===== config.mk =====
export PLATFORM = sky130hd
export DESIGN_NAME = keypad_scan
export DESIGN_NICKNAME = d
export VERILOG_FILES = /design/src/rtl/keypad_scan.sv
export SDC_FILE = /design/constraint.sdc
export NUM_CORES = 1
export LEC_CHECK = 0
export ABC_AREA = 1
export BUFFER_PORTS_ARGS = -buffer_cell sky130_fd_sc_hd__buf_4
export CAP_MARGIN = 25
export CORE_ASPECT_RATIO = 0.5
export CORE_MARGIN = 3
export CORE_UTILIZATION = 30
export CTS_CLUSTER_SIZE = 10
export DETAILED_ROUTE_END_ITERATION = 8
export HOLD_SLACK_MARGIN = 0.15
export PLACE_DENSITY = 0.42
export SETUP_SLACK_MARGIN = 0.02
export SLEW_MARGIN = 20
export SYNTH_ARGS = -nofsm -noshare
export SYNTH_HDL_FRONTEND = slang
export SYNTH_SLANG_ARGS = --single-unit

===== constraint.sdc =====
create_clock -name clk -period 8.49 [get_ports clk]
set_input_delay 0.849 -clock clk [delete_from_list [all_inputs] [get_ports clk]]
set_output_delay 0.849 -clock clk [all_outputs]
set_load 0.1 [all_outputs]

===== src/rtl/keypad_scan.sv =====
`default_nettype none
// +--------------------------------------------------------------------------+
// | keypad_scan : 5x4 keypad scanner, debouncer and key-code FIFO.           |
// | Optional auto-repeat built when KEYPAD_REPEAT_EN is defined. Rev 1.0     |
// +--------------------------------------------------------------------------+
module keypad_scan #(
   parameter int SCAN_DIV        = 1000,
   parameter int DEBOUNCE_FRAMES = 4,
   parameter int FIFO_DEPTH      = 4,
   parameter int REPEAT_FRAMES   = 64
) (
   input  logic       clk,
   input  logic       rstn,
   output logic [4:0] kb_row,
   input  logic [3:0] kb_col,
   output logic [4:0] keyCode,
   output logic       keyReady,
   input  logic       rdn,
   output logic       overflow,
   output logic [2:0] fifo_count
);
   localparam int c_DIV_W = $clog2(SCAN_DIV);
   localparam int c_CNT_W = $clog2(DEBOUNCE_FRAMES + 1);
   localparam int c_PTR_W = $clog2(FIFO_DEPTH);
   localparam int c_OCC_W = c_PTR_W + 1;
   localparam logic [c_DIV_W-1:0] c_DIV_LAST = c_DIV_W'(SCAN_DIV - 1);
   localparam logic [c_CNT_W-1:0] c_DB       = c_CNT_W'(DEBOUNCE_FRAMES);
   localparam logic [c_OCC_W-1:0] c_FULL     = c_OCC_W'(FIFO_DEPTH);
   localparam logic [4:0]         c_NONE     = 5'd31;

   logic [3:0]         r_col_s1, r_col_s2;
   logic [c_DIV_W-1:0] r_div;
   logic [2:0]         r_row;
   logic [4:0]         r_kb_row;
   logic [1:0]         r_nkeys;
   logic [4:0]         r_fcode;
   logic [4:0]         r_cand, r_stable;
   logic [c_CNT_W-1:0] r_cnt;
   logic [4:0]         r_mem [FIFO_DEPTH];
   logic [c_PTR_W-1:0] r_wr, r_rd;
   logic [c_OCC_W-1:0] r_occ;
   logic               r_overflow, r_ready, r_gap, r_rdn_d;
   logic [4:0]         r_code;

   logic               w_sample, w_frame_end, w_change, w_push, w_push_db, w_push_rep;
   logic               w_full, w_pop, w_push_ok, w_ready_nx;
   logic [3:0]         w_hit;
   logic [2:0]         w_slot_cnt, w_sum, w_row_nx;
   logic [1:0]         w_slot_col, w_tot;
   logic [4:0]         w_fcode, w_result, w_cand_nx, w_push_code, w_head_nx;
   logic [c_CNT_W-1:0] w_cnt_nx;
   logic [c_PTR_W-1:0] w_rd_nx;
   logic [c_OCC_W-1:0] w_occ_nx;

   // Frame result: r_nkeys saturates at 2 so "more than one key" collapses to NONE
   always_comb begin
      w_sample    = (r_div == c_DIV_LAST);
      w_frame_end = w_sample && (r_row == 3'd4);
      w_row_nx    = (r_row == 3'd4) ? 3'd0 : r_row + 3'd1;
      w_hit       = ~r_col_s2;
      w_slot_cnt  = 3'(w_hit[0]) + 3'(w_hit[1]) + 3'(w_hit[2]) + 3'(w_hit[3]);
      w_slot_col  = 2'd0;
      for (int i = 3; i >= 0; i--) begin
         if (w_hit[i]) w_slot_col = 2'(i);
      end
      w_sum    = {1'b0, r_nkeys} + ((w_slot_cnt > 3'd1) ? 3'd2 : w_slot_cnt);
      w_tot    = (w_sum > 3'd1) ? 2'd2 : w_sum[1:0];
      w_fcode  = (r_nkeys == 2'd0 && w_slot_cnt == 3'd1) ? {r_row, w_slot_col} : r_fcode;
      w_result = (w_tot == 2'd1) ? w_fcode : c_NONE;

      w_cand_nx = w_result;
      w_cnt_nx  = c_CNT_W'(1);
      if (w_result == r_cand) begin
         w_cand_nx = r_cand;
         w_cnt_nx  = (r_cnt == c_DB) ? c_DB : r_cnt + c_CNT_W'(1);
      end
      w_change  = w_frame_end && (w_cnt_nx == c_DB) && (w_cand_nx != r_stable);
      w_push_db = w_change && (w_cand_nx != c_NONE);
   end

`ifdef KEYPAD_REPEAT_EN
   localparam int c_REP_W = $clog2(REPEAT_FRAMES + 1);
   localparam logic [c_REP_W-1:0] c_REP_LAST = c_REP_W'(REPEAT_FRAMES - 1);
   logic [c_REP_W-1:0] r_rep;

   assign w_push_rep = w_frame_end && !w_change && (r_stable != c_NONE) && (r_rep == c_REP_LAST);

   always_ff @(posedge clk) begin
      if (!rstn || w_change || w_push_rep) begin
         r_rep <= '0;
      end else if (w_frame_end && r_stable != c_NONE) begin
         r_rep <= r_rep + c_REP_W'(1);
      end
   end
`else
   // REPEAT_FRAMES is meaningless in this build; the term is constant false
   assign w_push_rep = (REPEAT_FRAMES < 0);
`endif

   always_comb begin
      w_push      = w_push_db || w_push_rep;
      w_push_code = w_push_db ? w_cand_nx : r_stable;
      w_full      = (r_occ == c_FULL);
      w_pop       = !rdn && r_rdn_d && r_ready;
      w_push_ok   = w_push && !w_full;
      w_rd_nx     = w_pop ? r_rd + c_PTR_W'(1) : r_rd;
      case ({w_push_ok, w_pop})
         2'b10:   w_occ_nx = r_occ + c_OCC_W'(1);
         2'b01:   w_occ_nx = r_occ - c_OCC_W'(1);
         default: w_occ_nx = r_occ;
      endcase
      // Pushing into an empty (or just-emptied) FIFO bypasses the memory
      w_head_nx  = (w_push_ok && r_wr == w_rd_nx) ? w_push_code : r_mem[w_rd_nx];
      w_ready_nx = !w_pop && !r_gap && (w_occ_nx != '0);
   end

   always_ff @(posedge clk) begin
      if (!rstn) begin
         r_col_s1 <= 4'hF;
         r_col_s2 <= 4'hF;
         r_div    <= '0;
         r_row    <= 3'd0;
         r_kb_row <= 5'b11110;
         r_nkeys  <= 2'd0;
         r_fcode  <= 5'd0;
      end else begin
         r_col_s1 <= kb_col;
         r_col_s2 <= r_col_s1;
         if (w_sample) begin
            r_div    <= '0;
            r_row    <= w_row_nx;
            r_kb_row <= ~(5'b00001 << w_row_nx);
            r_nkeys  <= w_frame_end ? 2'd0 : w_tot;
            r_fcode  <= w_frame_end ? 5'd0 : w_fcode;
         end else begin
            r_div <= r_div + c_DIV_W'(1);
         end
      end
   end

   always_ff @(posedge clk) begin
      if (!rstn) begin
         r_cand   <= c_NONE;
         r_cnt    <= '0;
         r_stable <= c_NONE;
      end else if (w_frame_end) begin
         r_cand <= w_cand_nx;
         r_cnt  <= w_cnt_nx;
         if (w_change) r_stable <= w_cand_nx;
      end
   end

   always_ff @(posedge clk) begin
      if (w_push_ok) r_mem[r_wr] <= w_push_code;
   end

   // r_gap plus the pop cycle itself give the two forced-low keyReady cycles
   always_ff @(posedge clk) begin
      if (!rstn) begin
         r_wr       <= '0;
         r_rd       <= '0;
         r_occ      <= '0;
         r_overflow <= 1'b0;
         r_ready    <= 1'b0;
         r_gap      <= 1'b0;
         r_rdn_d    <= 1'b1;
         r_code     <= 5'd0;
      end else begin
         r_rdn_d <= rdn;
         if (w_push_ok) r_wr <= r_wr + c_PTR_W'(1);
         r_rd  <= w_rd_nx;
         r_occ <= w_occ_nx;
         if (w_push && w_full) r_overflow <= 1'b1;
         r_gap   <= w_pop;
         r_ready <= w_ready_nx;
         if (w_ready_nx) r_code <= w_head_nx;
      end
   end

   generate
      if (c_OCC_W >= 3) begin : g_occ_wide
         assign fifo_count = r_occ[2:0];
      end else begin : g_occ_narrow
         assign fifo_count = {{(3 - c_OCC_W){1'b0}}, r_occ};
      end
   endgenerate

   assign kb_row   = r_kb_row;
   assign keyCode  = r_code;
   assign keyReady = r_ready;
   assign overflow = r_overflow;
endmodule
`default_nettype wire


==> reports/results.txt, run 1 <==
First-pass GRT wire length = 14300 um
Worst setup path end = keyCode[3]$_SDFFE_PN0P_
Post-cts hold buffer count = 0
Worst Path Max Fanout = 15
GRT overflow = 0
Switching Fraction = 0.251
Area Overhead vs Synth = 16.0%
Post-DRT Antenna Nets = 0
Initial DRC Count = 151
RSZ-0062 raised after global routing = no
CTS Buf Count = 9
Detail Placement HPWL = 6050 um
CP max-delay cell = fa_1
Mapped Cells = 473
DIE AREA = 0.0147 mm^2
Final net count = 524
Sequential element share of the synthesized area = 0.465
Reg2reg end = keyCode[3]$_SDFFE_PN0P_
Clock power frac = 0.448
Root buf cell = clkbuf_16
TritonCTS clock tree = yes
Post-CTS Setup Inserts = 0
GRT Resource Usage Total = 0.123
First-pass iteration count of the detailed router = 4
Clock Sink Count = 82
Post-Route WL = 8420 um
Skew-Pair Late Insertion Delay = 0.33 ns
Final Cycle Share = 0.670
Cell taking the most area after synthesis = dfxtp_1
Static Leakage = 2.01 nW
Via count = 2977
Worst EP arrival = 5.96 ns
Startpoint Class = flip-flop
WL per Instance = 12.6 um
Commonest cells post-synth = nand2_1, inv_1, dfxtp_1
P per Cell Area = 190 mW/mm^2
Flop pwr share = 0.461
Worst hold path type = flip-flop to flip-flop
Die height = 87.2 um
Worst Reg-to-Reg Cells = 30
Die width = 168 um
Fraction of registers with async set/reset = 0
PortBufs = 21
Vias in the first global route = 2888
Core area = 0.0123 mm^2
Ratio of cells with drive above 1 in the final layout = 0.139
Yosys warnings = 0
Combinational Power Share = 0.091
Clock skew = 0.00637 ns
PnR Total Power = 0.874 mW
Largest net degree at the start of global routing = 33
Post-synth top area share = 0.314
Util after Layout = 0.372
Post-synth EDFFs = 20
Slew @ Worst Pin = 0.895 ns
Post-Syn Area = 0.00396 mm^2
Max-slew headroom = 0.401
Worst Path Required = 8.76 ns
Synth Area per Inst = 8.37 um^2
Run status = complete, no violations
Synth Net Count = 500
Drt via density = 4.46
Starting Density = 0.321
Most common cell on crit path = inv_1
Post-Place Cells = 650
PostCTS Resize Cnt = 0
Crit path capture type = flip-flop
CP startpoint = r_col_s2[0]$_SDFF_PN1_
Count leader, synth = nand2_1
DRC viols = 0
CTS max path bufs = 2
Crit path largest cell delay = 0.54 ns
Peak VDD IR = 0.0744 mV
Flops & latches, synth = 82
Reg-to-reg setup timing slack = 2.80 ns
Cell Count, Final, Fillers Out = 667
Row cnt = 28
Count of cell types in the netlist = 41
Gp weighted congestion = 0.743
R2r startpoint = r_col_s2[0]$_SDFF_PN1_
Max-slew violation count = 0
Final setup TNS = 0 ns
Fin. Hold Viols = 0
Critical path class = flip-flop to flip-flop
Switching power = 0.219 mW
H-tree lvl count = 3
Total inserted antenna cells = 0
Clock Pin Slew Worst Setup and Hold Paths = 0.06 ns
Int Power = 0.655 mW
Final min period = 5.69 ns
FMAX = 0.176 GHz
I/O pin cnt = 22
Max-cap violations = 0
Most common flop cell mapped by yosys = dfxtp_1
Area contributors post-synth = dfxtp_1, edfxtp_1, nand2_1
Initial antenna violation count = 0
Finish-stage setup viols = 0
-- worst min path at each step --
stage,from,endpoint,depth (start not counted)
floorplan,r_col_s1[0]$_SDFF_PN1_,r_col_s2[0]$_SDFF_PN1_,1
global placement,r_col_s1[2]$_SDFF_PN1_,r_col_s2[2]$_SDFF_PN1_,1
detailed placement,r_col_s1[2]$_SDFF_PN1_,r_col_s2[2]$_SDFF_PN1_,1
CTS,r_col_s1[2]$_SDFF_PN1_,r_col_s2[2]$_SDFF_PN1_,1
global route,r_col_s1[2]$_SDFF_PN1_,r_col_s2[2]$_SDFF_PN1_,1
finish,r_col_s1[2]$_SDFF_PN1_,r_col_s2[2]$_SDFF_PN1_,1
-- registers in the layout (all words and copies together) (netlist names) --
signal and count:
r_mem 20, r_gap 1, keyReady 1, r_div 10
r_col_s1 4, r_stable 5, kb_row 5, r_col_s2 4
keyCode 5, r_cnt 3, r_rd 2, overflow 1
r_nkeys 2, r_row 3, r_fcode 5, fifo_count 3
r_rdn_d 1, r_wr 2, r_cand 5
-- power by group through the flow --
stage	registers [mW]	logic [mW]	clock network [mW]
after detailed placement	0.412	0.0801	0
final	0.403	0.0797	0.391
after CTS	0.403	0.0805	0.404
after global routing	0.403	0.0912	0.418
after global placement	0.412	0.0804	0
after floorplan	0.411	0.0632	0
-- cell families after synthesis --
group / Yosys count / synth area share
xor+xnor: 12 / 0.0265
fa+ha+maj: 20 / 0.0689
compound gates: 75 / 0.112
simple gates: 203 / 0.248
buf+inv: 81 / 0.0787
flops: 82 / 0.465
-- cells in the final DEF, fill, tap and decap left out, drive strengths merged --
master    synthesis  final
nor3b             1      1
xor2             10     10
nand3            24     24
o22ai             5      5
nor2             62     62
clkinvlp          0      2
o21bai            1      1
a22o              1      1
a21oi            23     23
and2              2      2
o21a              2      2
nor4              1      1
inv              72     73
a21boi            1      1
ha               17     17
xnor2             2      2
buf               2     22
bufinv            0      1
o211ai            3      3
dfxtp            62     62
nand3b            2      2
nor3              6      6
clkbuf            7     10
nand4            11     11
fa                3      3
nand2            84     84
o32a              5      5
o21ai            29     29
clkinv            0      2
or2              10     10
a211oi            1      1
edfxtp           20     20
o31ai             1      1
a31oi             3      3
-- layout make-up --
type / count / area (um^2)
Sequential cell: 82 / 1840
Fill cell: 1299 / 7740
Inverter: 72 / 270
Clock inverter: 6 / 66.3
Multi-Input combinational cell: 310 / 1810
Timing Repair Buffer: 22 / 173
Clock buffer: 10 / 229
Tap cell: 165 / 206
-- metal layers --
layer / up-vias / GRT usage / share of wire
li1: 1591 / - / -
met1: 1347 / 0.170 / 0.53
met2: 30 / 0.184 / 0.42
met3: 9 / 0.0381 / 0.036
met4: 0 / 0.0416 / 0.014
met5: - / 0 / 0
-- worst max-delay path, delay by kind of cell (launching register included) --
| kind | cells | cell delay [ns] |
|---|---|---|
| DFF | 1 | 0.34 |
| adders and majority gates | 7 | 2.09 |
| and+or+nand+nor | 10 | 1.69 |
| AOI/OAI and AO/OA | 4 | 0.54 |
| xor gates and xnor gates | 2 | 0.29 |
| buffers and inverters | 7 | 0.67 |
-- metrics by stage --
stage | hold WS [ns] | instance area [um^2] | worst slack [ns]
detailed placement | 0.400 | 4280 | 2.76
CTS | 0.414 | 4580 | 2.73
global placement | 0.395 | 4280 | 2.87
floorplan | 0.393 | 3960 | 3.28
finish | 0.412 | 4590 | 2.80
global route | 0.419 | 4590 | 2.09
Power figures use the tool's default switching activity.
==> run 2, diff against run 1 <==
Clock period 8.49 ns to 5.6 ns, I/O delays scaled along.
==> reports/results.txt, run 2 (synthesized netlist as in run 1, its figures left out) <==
WHS Path Cells = 2
Die height = 87.2 um
Drt via density = 4.41
Worst hold path type = input port to flip-flop
Final min period = 5.10 ns
Post-Route WL = 8490 um
TritonCTS clock tree = yes
Post-Place Cells = 653
Crit path largest cell delay = 0.55 ns
Root buf cell = clkbuf_16
CTS max path bufs = 2
Most common cell after layout, fill and taps aside = nand2_1
Most common cell on crit path = inv_1
Number of fill cells = 1285
Worst EP arrival = 5.37 ns
DIE AREA = 0.0147 mm^2
Max-slew headroom = 0.377
Hold Crit Endpoint = r_col_s1[3]$_SDFF_PN1_
PortBufs = 21
Largest Register = r_mem
Largest net degree at the start of global routing = 33
Static Leakage = 2.05 nW
Area Overhead vs Synth = 18.4%
Core area = 0.0123 mm^2
First-pass GRT wire length = 13900 um
Slew @ Worst Pin = 0.932 ns
R2r startpoint = r_col_s2[0]$_SDFF_PN1_
DRC viols = 0
Gp weighted congestion = 0.732
Total inserted antenna cells = 0
Crit path capture type = flip-flop
Run status = complete, no violations
Clock Pin Slew Worst Setup and Hold Paths = 0.06 ns
Reg-to-reg setup timing slack = 0.50 ns
Ratio of cells with drive above 1 in the final layout = 0.171
Util after Layout = 0.380
I/O pin cnt = 22
Worst Path Required = 5.87 ns
RSZ-0062 raised after global routing = no
PnR Total Power = 1.34 mW
Initial antenna violation count = 0
Row cnt = 28
Post-cts hold buffer count = 0
Final Cycle Share = 0.911
Finish-stage setup viols = 0
WL per Instance = 12.6 um
Worst hold path startpoint = kb_col[3]
FMAX = 0.196 GHz
Skew-Pair Late Insertion Delay = 0.33 ns
First-pass iteration count of the detailed router = 4
H-tree lvl count = 3
GRT overflow = 0
Clock Sink Count = 82
Max-slew violation count = 0
Final net count = 530
Top flop regs = r_mem: 20 flops, r_div: 10 flops
Worst Reg-to-Reg Cells = 28
Detail Placement HPWL = 6070 um
Startpoint Class = flip-flop
Initial DRC Count = 170
WHS = 0.411 ns
Max reg flops = 20
CP max-delay cell = fa_1
Starting Density = 0.321
Final setup TNS = 0 ns
Most frequent cells in the layout = nand2_1, inv_1, dfxtp_1, nor2_1, o21ai_0
Cell Count, Final, Fillers Out = 673
Clock skew = 0.00650 ns
Die width = 168 um
Peak VDD IR = 0.223 mV
Via count = 2968
Worst Path Max Fanout = 4
GRT Resource Usage Total = 0.121
Reg2reg end = keyCode[2]$_SDFFE_PN0P_
Vias in the first global route = 2766
Critical path class = flip-flop to flip-flop
CP startpoint = r_col_s2[0]$_SDFF_PN1_
Fin. Hold Viols = 0
Post-DRT Antenna Nets = 0
P per Cell Area = 287 mW/mm^2
CTS Buf Count = 9
Max-cap violations = 0
run 2: cell types whose count changed in the layout (fill, tap and decap cells not counted), sizes merged:
cell      change
clkinvlp      -1
nor2          +1
inv           +1
buf           +4
clkinv        +1
run 2: final cells by class:
class,instances,area [um^2],share of cell area
Sequential cell,82,1840,0.393
Multi-Input combinational cell,311,1840,0.393
Inverter,72,270,0.0577
Clock buffer,9,225,0.0481
Timing Repair Buffer,27,220,0.0470
Tap cell,165,206,0.0441
Clock inverter,7,77.6,0.0166
run 2: layer usage:
metal  part of all wire  track usage
met4              0.011       0.0401
met2               0.43        0.180
met5                  0            0
met3              0.026       0.0381
met1               0.53        0.167
run 2: repair_timing:
| item | 4_1_cts | 5_1_grt |
|---|---|---|
| endpoints found under the setup margin | 0 | 6 |
| resized for setup | 0 | 9 |
| setup buffers | 0 | 2 |
run 2: per-stage QoR:
stage / instance area, um^2 / worst slack (ns)
2_1_floorplan: 3960 / 0.387
5_1_grt: 4690 / 0.0389
3_5_place_dp: 4300 / 0.281
3_3_place_gp: 4300 / 0.357
6_report: 4690 / 0.500
4_1_cts: 4610 / 0.257
run 2: how the worst max path moves through the flow:
stage	slack, ns	endpoint	cells past startpoint
global placement	0.36	keyCode[0]$_SDFFE_PN0P_	30
CTS	0.26	keyCode[0]$_SDFFE_PN0P_	31
floorplan	0.39	keyCode[0]$_SDFFE_PN0P_	31
finish	0.50	keyCode[2]$_SDFFE_PN0P_	28
global route	0.04	keyCode[2]$_SDFFE_PN0P_	30
detailed placement	0.28	keyCode[0]$_SDFFE_PN0P_	31
run 2: critical path: cells and delay by family (launching register included):
family                   cells  cell delay (ns)
adder cells (fa/ha/maj)      7             2.09
buffers and inverters        6             0.52
AO/OA/AOI/OAI                4             0.51
flip-flops                   1             0.35
AND/OR/NAND/NOR              9             1.24
XOR/XNOR                     2             0.34
run 2: where the power goes:
part	switching, mW	leakage [nW]	total [mW]	internal, mW
registers	0.00310	0.739	0.611	0.608
clock network	0.251	0.148	0.601	0.350
logic	0.0884	1.17	0.133	0.0445
